**config.mk**
```make
export PLATFORM = sky130hd
export DESIGN_NAME = debug_trace_buffer_flat
export DESIGN_NICKNAME = d
export VERILOG_FILES = /design/src/rtl/debug_trace_buffer_pkg.sv /design/src/rtl/debug_trace_buffer_if.sv /design/src/rtl/debug_trace_buffer_storage.sv /design/src/rtl/debug_trace_buffer.sv /design/src/flat_wrapper.sv
export SDC_FILE = /design/constraint.sdc
export NUM_CORES = 1
export LEC_CHECK = 0
export ABC_CLOCK_PERIOD_IN_PS = 9150
export CAP_MARGIN = 40
export CORE_ASPECT_RATIO = 0.75
export CORE_UTILIZATION = 41
export DETAILED_ROUTE_END_ITERATION = 6
export GPL_ROUTABILITY_DRIVEN = 0
export PLACE_DENSITY_LB_ADDON = 0.3
export REMOVE_ABC_BUFFERS = 1
export SYNTH_ARGS = -nofsm -noshare
export SYNTH_HDL_FRONTEND = slang
export SYNTH_SLANG_ARGS = --single-unit
```
**constraint.sdc**
```tcl
create_clock -name clock -period 9.15 [get_ports clock]
set_input_delay 1.83 -clock clock [delete_from_list [all_inputs] [get_ports clock]]
set_output_delay 1.83 -clock clock [all_outputs]
set_load 0.02 [all_outputs]
```
**src/rtl/debug_trace_buffer_pkg.sv**
```systemverilog
// Shared types for the commit-trace buffer: one captured register-file write.
package debug_trace_params;

  typedef struct packed {
    logic [31:0] program_count;
    logic [3:0]  write_strobe;
    logic [4:0]  write_address;
    logic [31:0] write_data;
  } TraceEntry;

  localparam int TRACE_ENTRY_WIDTH = $bits(TraceEntry);

endpackage

```
**src/rtl/debug_trace_buffer_if.sv**
```systemverilog
// Capture-side and consumer-side signals of the trace buffer.
// The master modport is the buffer's view; slave is the view of the core and consumer.
interface debug_trace_buffer_if #(
  parameter int DEPTH      = 16,
  parameter int DROP_WIDTH = 16
);

  logic [31:0]            debug_program_count;
  logic [3:0]             debug_register_file_write_enabled;
  logic [4:0]             debug_register_file_write_address;
  logic [31:0]            debug_register_file_write_data;
  logic                   capture_enabled;
  logic                   trace_valid;
  logic                   trace_ready;
  logic [31:0]            trace_program_count;
  logic [3:0]             trace_write_strobe;
  logic [4:0]             trace_write_address;
  logic [31:0]            trace_write_data;
  logic [$clog2(DEPTH):0] trace_count;
  logic                   trace_overflow;
  logic [DROP_WIDTH-1:0]  dropped_count;
  logic                   overflow_clear;

  modport master (
    input  debug_program_count, debug_register_file_write_enabled,
           debug_register_file_write_address, debug_register_file_write_data,
           capture_enabled, trace_ready, overflow_clear,
    output trace_valid, trace_program_count, trace_write_strobe,
           trace_write_address, trace_write_data, trace_count,
           trace_overflow, dropped_count
  );

  modport slave (
    output debug_program_count, debug_register_file_write_enabled,
           debug_register_file_write_address, debug_register_file_write_data,
           capture_enabled, trace_ready, overflow_clear,
    input  trace_valid, trace_program_count, trace_write_strobe,
           trace_write_address, trace_write_data, trace_count,
           trace_overflow, dropped_count
  );

endinterface

```
**src/rtl/debug_trace_buffer_storage.sv**
```systemverilog
// Trace entry storage: one synchronous write port, one asynchronous read port.
// Deliberately not reset; contents are only meaningful once written.
module trace_fifo_storage
  import debug_trace_params::*;
#(
  parameter int DEPTH = 16,
  localparam int AW   = $clog2(DEPTH)
) (
  input  logic          clock,
  input  logic          write_enable,
  input  logic [AW-1:0] write_pointer,
  input  TraceEntry     write_entry,
  input  logic [AW-1:0] read_pointer,
  output TraceEntry     read_entry
);

  logic [TRACE_ENTRY_WIDTH-1:0] mem_r [DEPTH];

  // Write port: a slot changes only on an accepted push.
  always_ff @(posedge clock) begin
    if (write_enable) begin
      mem_r[write_pointer] <= write_entry;
    end
  end

  assign read_entry = TraceEntry'(mem_r[read_pointer]);

endmodule

```
**src/rtl/debug_trace_buffer.sv**
```systemverilog
// FIFO of retired register-file writes with a valid/ready drain port and
// a sticky overflow flag plus saturating dropped-entry counter.
module debug_trace_buffer
  import debug_trace_params::*;
#(
  parameter int DEPTH      = 16,
  parameter int DROP_WIDTH = 16
) (
  input logic                clock,
  input logic                reset,
  debug_trace_buffer_if.master bus
);

  localparam int AW = $clog2(DEPTH);
  localparam int CW = AW + 1;
  localparam logic [CW-1:0] FULL_COUNT = CW'(DEPTH);

  logic [AW-1:0]         write_pointer_r;
  logic [AW-1:0]         read_pointer_r;
  logic [CW-1:0]         count_r;
  logic                  valid_r;
  logic                  overflow_r;
  logic [DROP_WIDTH-1:0] dropped_r;

  logic                  capture_s;
  logic                  full_s;
  logic                  pop_s;
  logic                  push_s;
  logic                  drop_s;
  logic [CW-1:0]         count_next_s;
  logic                  overflow_next_s;
  logic [DROP_WIDTH-1:0] dropped_next_s;
  TraceEntry             write_entry_s;
  TraceEntry             read_entry_s;

  function automatic logic [DROP_WIDTH-1:0] saturating_increment(
    input logic [DROP_WIDTH-1:0] value
  );
    if (value == {DROP_WIDTH{1'b1}}) begin
      return value;
    end else begin
      return value + DROP_WIDTH'(1);
    end
  endfunction

  assign capture_s = bus.capture_enabled
                   & (bus.debug_register_file_write_enabled != 4'b0000)
                   & (bus.debug_register_file_write_address != 5'd0);
  assign full_s    = (count_r == FULL_COUNT);
  assign pop_s     = valid_r & bus.trace_ready;
  // A pop on a full FIFO frees the slot this cycle, so the capture still lands.
  assign push_s    = capture_s & (~full_s | pop_s);
  assign drop_s    = capture_s & full_s & ~pop_s;

  assign write_entry_s = '{
    program_count: bus.debug_program_count,
    write_strobe:  bus.debug_register_file_write_enabled,
    write_address: bus.debug_register_file_write_address,
    write_data:    bus.debug_register_file_write_data
  };

  trace_fifo_storage #(.DEPTH(DEPTH)) u_storage (
    .clock         (clock),
    .write_enable  (push_s),
    .write_pointer (write_pointer_r),
    .write_entry   (write_entry_s),
    .read_pointer  (read_pointer_r),
    .read_entry    (read_entry_s)
  );

  // Next occupancy and overflow bookkeeping; a drop outranks a same-cycle clear.
  always_comb begin
    count_next_s    = count_r;
    overflow_next_s = overflow_r;
    dropped_next_s  = dropped_r;

    case ({push_s, pop_s})
      2'b10:   count_next_s = count_r + CW'(1);
      2'b01:   count_next_s = count_r - CW'(1);
      default: count_next_s = count_r;
    endcase

    if (drop_s) begin
      overflow_next_s = 1'b1;
      if (bus.overflow_clear) begin
        dropped_next_s = DROP_WIDTH'(1);
      end else begin
        dropped_next_s = saturating_increment(dropped_r);
      end
    end else if (bus.overflow_clear) begin
      overflow_next_s = 1'b0;
      dropped_next_s  = {DROP_WIDTH{1'b0}};
    end else begin
      overflow_next_s = overflow_r;
      dropped_next_s  = dropped_r;
    end
  end

  // Pointer, occupancy, valid and overflow registers.
  always_ff @(posedge clock or posedge reset) begin
    if (reset) begin
      write_pointer_r <= {AW{1'b0}};
      read_pointer_r  <= {AW{1'b0}};
      count_r         <= {CW{1'b0}};
      valid_r         <= 1'b0;
      overflow_r      <= 1'b0;
      dropped_r       <= {DROP_WIDTH{1'b0}};
    end else begin
      if (push_s) begin
        write_pointer_r <= write_pointer_r + AW'(1);
      end
      if (pop_s) begin
        read_pointer_r <= read_pointer_r + AW'(1);
      end
      count_r    <= count_next_s;
      valid_r    <= (count_next_s != {CW{1'b0}});
      overflow_r <= overflow_next_s;
      dropped_r  <= dropped_next_s;
    end
  end

  assign bus.trace_valid         = valid_r;
  assign bus.trace_program_count = read_entry_s.program_count;
  assign bus.trace_write_strobe  = read_entry_s.write_strobe;
  assign bus.trace_write_address = read_entry_s.write_address;
  assign bus.trace_write_data    = read_entry_s.write_data;
  assign bus.trace_count         = count_r;
  assign bus.trace_overflow      = overflow_r;
  assign bus.dropped_count       = dropped_r;

endmodule

```
**src/flat_wrapper.sv**
```systemverilog
// flat-port wrapper written by rule: the top's interface ports become plain ports
module debug_trace_buffer_flat import debug_trace_params::*;
#(
  parameter int DEPTH      = 16,
  parameter int DROP_WIDTH = 16
)
  (clock, reset, bus_debug_program_count, bus_debug_register_file_write_enabled, bus_debug_register_file_write_address, bus_debug_register_file_write_data, bus_capture_enabled, bus_trace_ready, bus_overflow_clear, bus_trace_valid, bus_trace_program_count, bus_trace_write_strobe, bus_trace_write_address, bus_trace_write_data, bus_trace_count, bus_trace_overflow, bus_dropped_count);
  debug_trace_buffer_if #(.DEPTH(DEPTH), .DROP_WIDTH(DROP_WIDTH)) bus_i ();
  input logic clock;
  input logic reset;
  input wire logic [$bits(bus_i.debug_program_count)-1:0] bus_debug_program_count;
  input wire logic [$bits(bus_i.debug_register_file_write_enabled)-1:0] bus_debug_register_file_write_enabled;
  input wire logic [$bits(bus_i.debug_register_file_write_address)-1:0] bus_debug_register_file_write_address;
  input wire logic [$bits(bus_i.debug_register_file_write_data)-1:0] bus_debug_register_file_write_data;
  input wire logic [$bits(bus_i.capture_enabled)-1:0] bus_capture_enabled;
  input wire logic [$bits(bus_i.trace_ready)-1:0] bus_trace_ready;
  input wire logic [$bits(bus_i.overflow_clear)-1:0] bus_overflow_clear;
  output wire logic [$bits(bus_i.trace_valid)-1:0] bus_trace_valid;
  output wire logic [$bits(bus_i.trace_program_count)-1:0] bus_trace_program_count;
  output wire logic [$bits(bus_i.trace_write_strobe)-1:0] bus_trace_write_strobe;
  output wire logic [$bits(bus_i.trace_write_address)-1:0] bus_trace_write_address;
  output wire logic [$bits(bus_i.trace_write_data)-1:0] bus_trace_write_data;
  output wire logic [$bits(bus_i.trace_count)-1:0] bus_trace_count;
  output wire logic [$bits(bus_i.trace_overflow)-1:0] bus_trace_overflow;
  output wire logic [$bits(bus_i.dropped_count)-1:0] bus_dropped_count;
  assign bus_i.debug_program_count = bus_debug_program_count;
  assign bus_i.debug_register_file_write_enabled = bus_debug_register_file_write_enabled;
  assign bus_i.debug_register_file_write_address = bus_debug_register_file_write_address;
  assign bus_i.debug_register_file_write_data = bus_debug_register_file_write_data;
  assign bus_i.capture_enabled = bus_capture_enabled;
  assign bus_i.trace_ready = bus_trace_ready;
  assign bus_i.overflow_clear = bus_overflow_clear;
  assign bus_trace_valid = bus_i.trace_valid;
  assign bus_trace_program_count = bus_i.trace_program_count;
  assign bus_trace_write_strobe = bus_i.trace_write_strobe;
  assign bus_trace_write_address = bus_i.trace_write_address;
  assign bus_trace_write_data = bus_i.trace_write_data;
  assign bus_trace_count = bus_i.trace_count;
  assign bus_trace_overflow = bus_i.trace_overflow;
  assign bus_dropped_count = bus_i.dropped_count;
  debug_trace_buffer #(.DEPTH(DEPTH), .DROP_WIDTH(DROP_WIDTH)) u_core (.clock(clock), .reset(reset), .bus(bus_i));
endmodule
```
==> results of run 1 <==
-- worst max path at each step --
stage                                                        start                                  endpoint
final                         u_core.read_pointer_r[0]$_DFFE_PP0N_                   bus_trace_write_data[6]
after global routing          u_core.read_pointer_r[0]$_DFFE_PP0N_                   bus_trace_write_data[6]
after CTS                     u_core.read_pointer_r[0]$_DFFE_PP0N_                   bus_trace_write_data[6]
after detailed placement  bus_debug_register_file_write_enabled[2]  u_core.u_storage.mem_r[15][42]$_DFFE_PP_
after global placement    bus_debug_register_file_write_enabled[2]  u_core.u_storage.mem_r[13][32]$_DFFE_PP_
after floorplan               u_core.read_pointer_r[0]$_DFFE_PP0N_                bus_trace_program_count[0]
-- through the flow --
| step | total power, mW | TNS [ns] | hold slack, ns | setup slack, ns |
|---|---|---|---|---|
| finish | 16.39 | 0 | 0.5412 | 3.119 |
| global route | 17.07 | 0 | 0.5790 | 2.860 |
| CTS | 16.66 | 0 | 0.5489 | 3.018 |
| detailed placement | 12.10 | 0 | 0.5379 | 2.891 |
| global placement | 12.00 | 0 | 0.5247 | 2.884 |
| floorplan | 10.98 | -601.93 | 0.5533 | -4.978 |
-- cells in the mapped netlist (all sizes together), types with 6 or more instances --
master  instances
dfrtp          31
clkbuf         44
inv            11
xnor2          16
nand3           7
ha              9
nand2          12
buf            47
nor2           22
edfxtp       1168
mux4          365
nor4           12
nand4           8
and2            9
a21oi           6
-- area by class of cell --
| cell class | instances | share of cell area [%] |
|---|---|---|
| Timing Repair Buffer | 221 | 4.486 |
| Multi-Input combinational cell | 521 | 17.66 |
| Clock buffer | 133 | 5.467 |
| Inverter | 11 | 0.07783 |
| Antenna cell | 4 | 0.01887 |
| Sequential cell | 1199 | 67.60 |
| Tap cell | 1444 | 3.406 |
| Clock inverter | 71 | 1.281 |
-- metal layers --
metal	global-route usage (%)	part of all wire (%)	vias up
met3	3.507	5.2	147
met4	3.871	1.8	16
met2	28.11	48	567
li1	-	-	8425
met5	0	0.097	-
met1	26.11	45	10980
-- worst max-delay path, cell delays in order (launching register included) --
cell and delay, ns:
dfrtp_4 0.75, buf_12 0.69, mux4_2 0.63, mux4_2 0.58, clkdlybuf4s50_1 0.60
-- power by group --
part	switching (mW)	internal (mW)	total, mW
registers	0.261	6.54	6.81
logic	2.56	2.49	5.05
clock network	1.99	2.55	4.54
-- cell families after synthesis --
kind of cell	share of synthesized area, %
mux	18.18
flops	78.63
buf+inv	0.9825
compound gates	0.3650
xor+xnor	0.3458
fa+ha+maj	0.2909
simple gates	1.202
-- flip-flops by register name, indices dropped and copies added (netlist names) --
name                       flops
u_core.bus.dropped_count      16
u_core.write_pointer_r         4
u_core.read_pointer_r          4
u_core.bus.trace_valid         1
u_core.bus.trace_count         5
u_core.u_storage.mem_r      1168
u_core.bus.trace_overflow      1
==> flow_summary.toml, run 1 <==
[worst_setup_path]
reg2reg_slack_ns = 5.24
worstPathArrival_ns = 4.20
reg2regPathDepth = 6
r2r-start = "u_core.bus.trace_count[1]$_DFF_PP0_"
path_max_fanout = 118
cp-start-kind = "flop"
crit_type = "flop to output pin"
worstPathRequired_ns = 7.32
r2r_end = "u_core.u_storage.mem_r[7][14]$_DFFE_PP_"
worst_setup_path_end_kind = "output pin"

[drt]
drtIter0Drc = 1894
post_drt_wl_per_cell_um = 27.74
ant_nets = 0
drc_errors = 0
vias = 20130
routed_wl_um = 99960
drtPass1Iterations = 5
viasPerCell = 5.587

[power_and_ir_drop]
power_leakage_nw = 16.39
p_per_area_nw_per_um2 = 309.0
ir_worst_vdd_uv = 304.1

[final_layout]
drive_gt1_share_pct = 28.06
instances_no_fill = 3604
regArea_sq_um = 35860
multi_input_area_sq_um = 9369
fin_util_pct = 48.30
fin_area_sq_um = 53050
final_nets = 2152
mostFrequentLayoutCells = "edfxtp_1, mux4_2, clkdlybuf4s50_1"
final_common_cell = "edfxtp_1"
area_delta_synth_final_pct = 16.36
fillCellCount = 8733

[placement]
dp_cells = 3396
portBuffers = 173
dp_hpwl_um = 54480
placed_area_sq_um = 49460

[floorplanning]
chipWidth_um = 387.1
initial_core_util_pct = 41.51
row_count = 105
die_h_um = 290.8
core-area_sq_um = 109800
num_io_pins = 174
dieArea_sq_um = 112600

[sta]
skew_ns = 0.03772
period_share_pct = 65.91
drv_slew = 0
hold_viol = 0
relSlewSlack_pct = 29.35
clock.fmax_ghz = 0.1658
period_needed_ns = 6.031
rsz0062_at_grt = "false"
finalSetupViolCount = 0
worst_pin_slew_ns = 1.060

[cts]
htreeDepth = 3
root_buffer = "clkbuf_16"
clk_pin_slew_worst_paths_ns = 0.06
clock_sinks = 1199
cts_tree = "yes"
post_cts_buffers = 0
cts_hold_buf = 0
clock_latency_ns = 0.71
clockBufferDepth = 3
post_cts_resized = 0
cts_made_buffers = 110

[synth]
ys_seq_elements = 1199
ys_types = 47
synth-edff-count = 1168
synth_area_leaders = "edfxtp_1, mux4_2, dfrtp_1"
synth_area_leader_cell = "edfxtp_1"
synth_async_sr_flop_share_pct = 2.585
yosysTopAreaCellShare_pct = 76.93
synth_ff_type = "edfxtp_1"
ys_warn_count = 0
yosysSeqAreaShare_pct = 78.63
syn_inst = 1822
syn_area_per_cell_sq_um = 25.02
syn_area_sq_um = 45590

[status]
status = "finished clean"

[worst_hold_path]
hold_path.class = "flop to flop"
min_path_cells = 2
hp-start = "u_core.bus.trace_overflow$_DFFE_PP0P_"
worstHoldEndpoint = "u_core.bus.trace_overflow$_DFFE_PP0P_"

[grt]
grt_pass1_vias = 21160
antenna_found_initial = 14
grt_max_degree = 119
grt_pass1_wl_um = 147100
grt_usage_pct = 17.90
grt_overflow = 0

[run]
maxCapViolations = 0
No activity file was read; power rests on OpenSTA's default activity.
==> inputs of run 2 (changes only) <==
--- a/config.mk
+++ b/config.mk
@@ -5,7 +5,7 @@
 export SDC_FILE = /design/constraint.sdc
 export NUM_CORES = 1
 export LEC_CHECK = 0
-export ABC_CLOCK_PERIOD_IN_PS = 9150
+export ABC_CLOCK_PERIOD_IN_PS = 5400
 export CAP_MARGIN = 40
 export CORE_ASPECT_RATIO = 0.75
 export CORE_UTILIZATION = 41
==> constraint.sdc (replaced) <==
create_clock -name clock -period 5.4 [get_ports clock]
set_input_delay 1.08 -clock clock [delete_from_list [all_inputs] [get_ports clock]]
set_output_delay 1.08 -clock clock [all_outputs]
set_load 0.02 [all_outputs]
==> flow_summary.toml, run 2 (synthesized netlist as in run 1, its figures left out) <==
[sta]
worst_pin_slew_ns = 0.7710
skew_ns = 0.02322
relSlewSlack_pct = 48.44
fin_tns_setup_ns = 0
clock.fmax_ghz = 0.2121
period_share_pct = 87.29
period_needed_ns = 4.714
finalSetupViolCount = 0
drv_slew = 0
hold_viol = 0
rsz0062_at_grt = "false"

[worst_setup_path]
slowest_delay_ns = 0.76
reg2reg_slack_ns = 2.10
r2r-start = "u_core.bus.trace_count[1]$_DFF_PP0_"
worst_setup_path_end_kind = "output pin"
cp-start-kind = "flop"
crit_family = "buffers and inverters"
path_max_fanout = 78
crit_type = "flop to output pin"
worstPathRequired_ns = 4.32
crit_chain = "buf_12 > mux4_2 > mux4_2 > clkdlybuf4s50_1"
critPathBufInv = 2
crit_slowest_cell = "dfrtp_4"
path_common_cell = "mux4_2"
worstPathArrival_ns = 3.63
startpoint = "u_core.read_pointer_r[1]$_DFFE_PP0N_"

[placement]
portBuffers = 173
dp_hpwl_um = 54830
dp_cells = 3404
placed_area_sq_um = 49710

[cts]
cts_hold_buf = 0
clockBufferDepth = 3
htreeDepth = 3
root_buffer = "clkbuf_16"
post_cts_resized = 0
post_cts_buffers = 0
clk_pin_slew_worst_paths_ns = 0.06
clock_latency_ns = 0.71
cts_made_buffers = 114
cts_tree = "yes"
clock_sinks = 1199

[power_and_ir_drop]
p_per_area_nw_per_um2 = 532.2
clkPwrFrac_pct = 29.1
ir_worst_vdd_uv = 395.1
p_seq_share_pct = 40.3
intPower_mw = 20.25
sw_frac_of_total_pct = 29.05
pwr-share-comb_pct = 30.6
power_leakage_nw = 16.60
power.switching_mw = 8.289

[floorplanning]
initial_core_util_pct = 41.51
die_h_um = 290.8
core-area_sq_um = 109800
dieArea_sq_um = 112600
row_count = 105
num_io_pins = 174
chipWidth_um = 387.1

[final_layout]
drive_gt1_share_pct = 28.79
area_delta_synth_final_pct = 17.62
fillCellCount = 8610
largest_reg_flops = 1168
mostFrequentLayoutCells = "edfxtp_1, mux4_2, clkdlybuf4s50_1"
fin_area_sq_um = 53620
final_common_cell = "edfxtp_1"
max_flop_register = "u_core.u_storage.mem_r"
instances_no_fill = 3620
fin_util_pct = 48.82
final_nets = 2164

[run]
maxCapViolations = 0

[drt]
drtPass1Iterations = 5
ant_nets = 0
drc_errors = 0
routed_wl_um = 99800
viasPerCell = 5.619
drtIter0Drc = 1839
vias = 20340
post_drt_wl_per_cell_um = 27.57

[grt]
grt_pass1_wl_um = 147000
grt_max_degree = 79
grt_usage_pct = 17.86
grt_pass1_vias = 21390
antenna_found_initial = 7
grt_overflow = 0

[worst_hold_path]
hp-start = "u_core.bus.trace_overflow$_DFFE_PP0P_"
hold_path.class = "flop to flop"

[status]
status = "finished clean"
==> run 2: cell types whose count changed in the layout (fill, tap and decap cells not counted), sizes merged <==
cell      delta
diode        -2
buf          +8
inv          +6
clkinvlp     +6
clkinv       -1
bufinv      +10
clkbuf      -11
==> run 2: path summary, 6_finish.rpt <==
| path | to | cells after the start |
|---|---|---|
| hold / removal | u_core.bus.trace_overflow$_DFFE_PP0P_ | 2 |
| setup reg to reg | u_core.u_storage.mem_r[10][55]$_DFFE_PP_ | 6 |
| min in group asynchronous | u_core.bus.dropped_count[15]$_DFFE_PP0P_ | 3 |
| max in group asynchronous | u_core.read_pointer_r[1]$_DFFE_PP0N_ | 3 |
| setup / recovery | bus_trace_program_count[12] | 4 |
| hold reg to reg | u_core.bus.trace_overflow$_DFFE_PP0P_ | 2 |
==> run 2: layout make-up <==
| cell class | count | area (sq um) | share of cell area, % |
|---|---|---|---|
| antenna | 2 | 5.005 | 0.009333 |
| clock buffer | 122 | 2904 | 5.416 |
| clock inverter | 92 | 1005 | 1.874 |
| inverter | 11 | 41.29 | 0.07700 |
| multi-input combinational | 521 | 9369 | 17.47 |
| sequential | 1199 | 35860 | 66.88 |
| tap | 1444 | 1807 | 3.369 |
| timing repair buffer | 229 | 2628 | 4.900 |
==> run 2: tightest hold or removal path, delay by kind of cell, from the launching register on <==
kind | cells | cell delay [ns]
AOI/OAI and AO/OA | 1 | 0.07
buffers and inverters | 1 | 0.06
DFF | 1 | 0.39
==> run 2: power groups by stage <==
| stage | clock [mW] | combinational (mW) | sequential, mW |
|---|---|---|---|
| 2_1_floorplan | 0 | 5.05 | 12.2 |
| 3_3_place_gp | 0 | 8.87 | 11.7 |
| 3_5_place_dp | 0 | 8.95 | 11.7 |
| 4_1_cts | 8.48 | 9.00 | 11.5 |
| 5_1_grt | 8.80 | 9.28 | 11.6 |
| 6_report | 8.29 | 8.74 | 11.5 |
==> run 2: routing by layer <==
metal / global-route usage, % / vias up / part of all wire [%]
li1: - / 8438 / -
met1: 26.01 / 11180 / 45
met2: 27.81 / 592 / 48
met3: 3.901 / 127 / 5.7
met4: 3.833 / 8 / 1.7
met5: 0 / - / 0.050
==> run 2: through the flow <==
step / hold WS [ns] / total power [mW] / worst slack, ns
after floorplan: 0.5533 / 17.27 / -7.978
after global placement: 0.5238 / 20.59 / 0.9928
after detailed placement: 0.5373 / 20.66 / 0.8087
final: 0.5532 / 28.54 / 0.6863
after CTS: 0.5490 / 28.99 / 0.5677
after global routing: 0.5674 / 29.66 / 0.5114
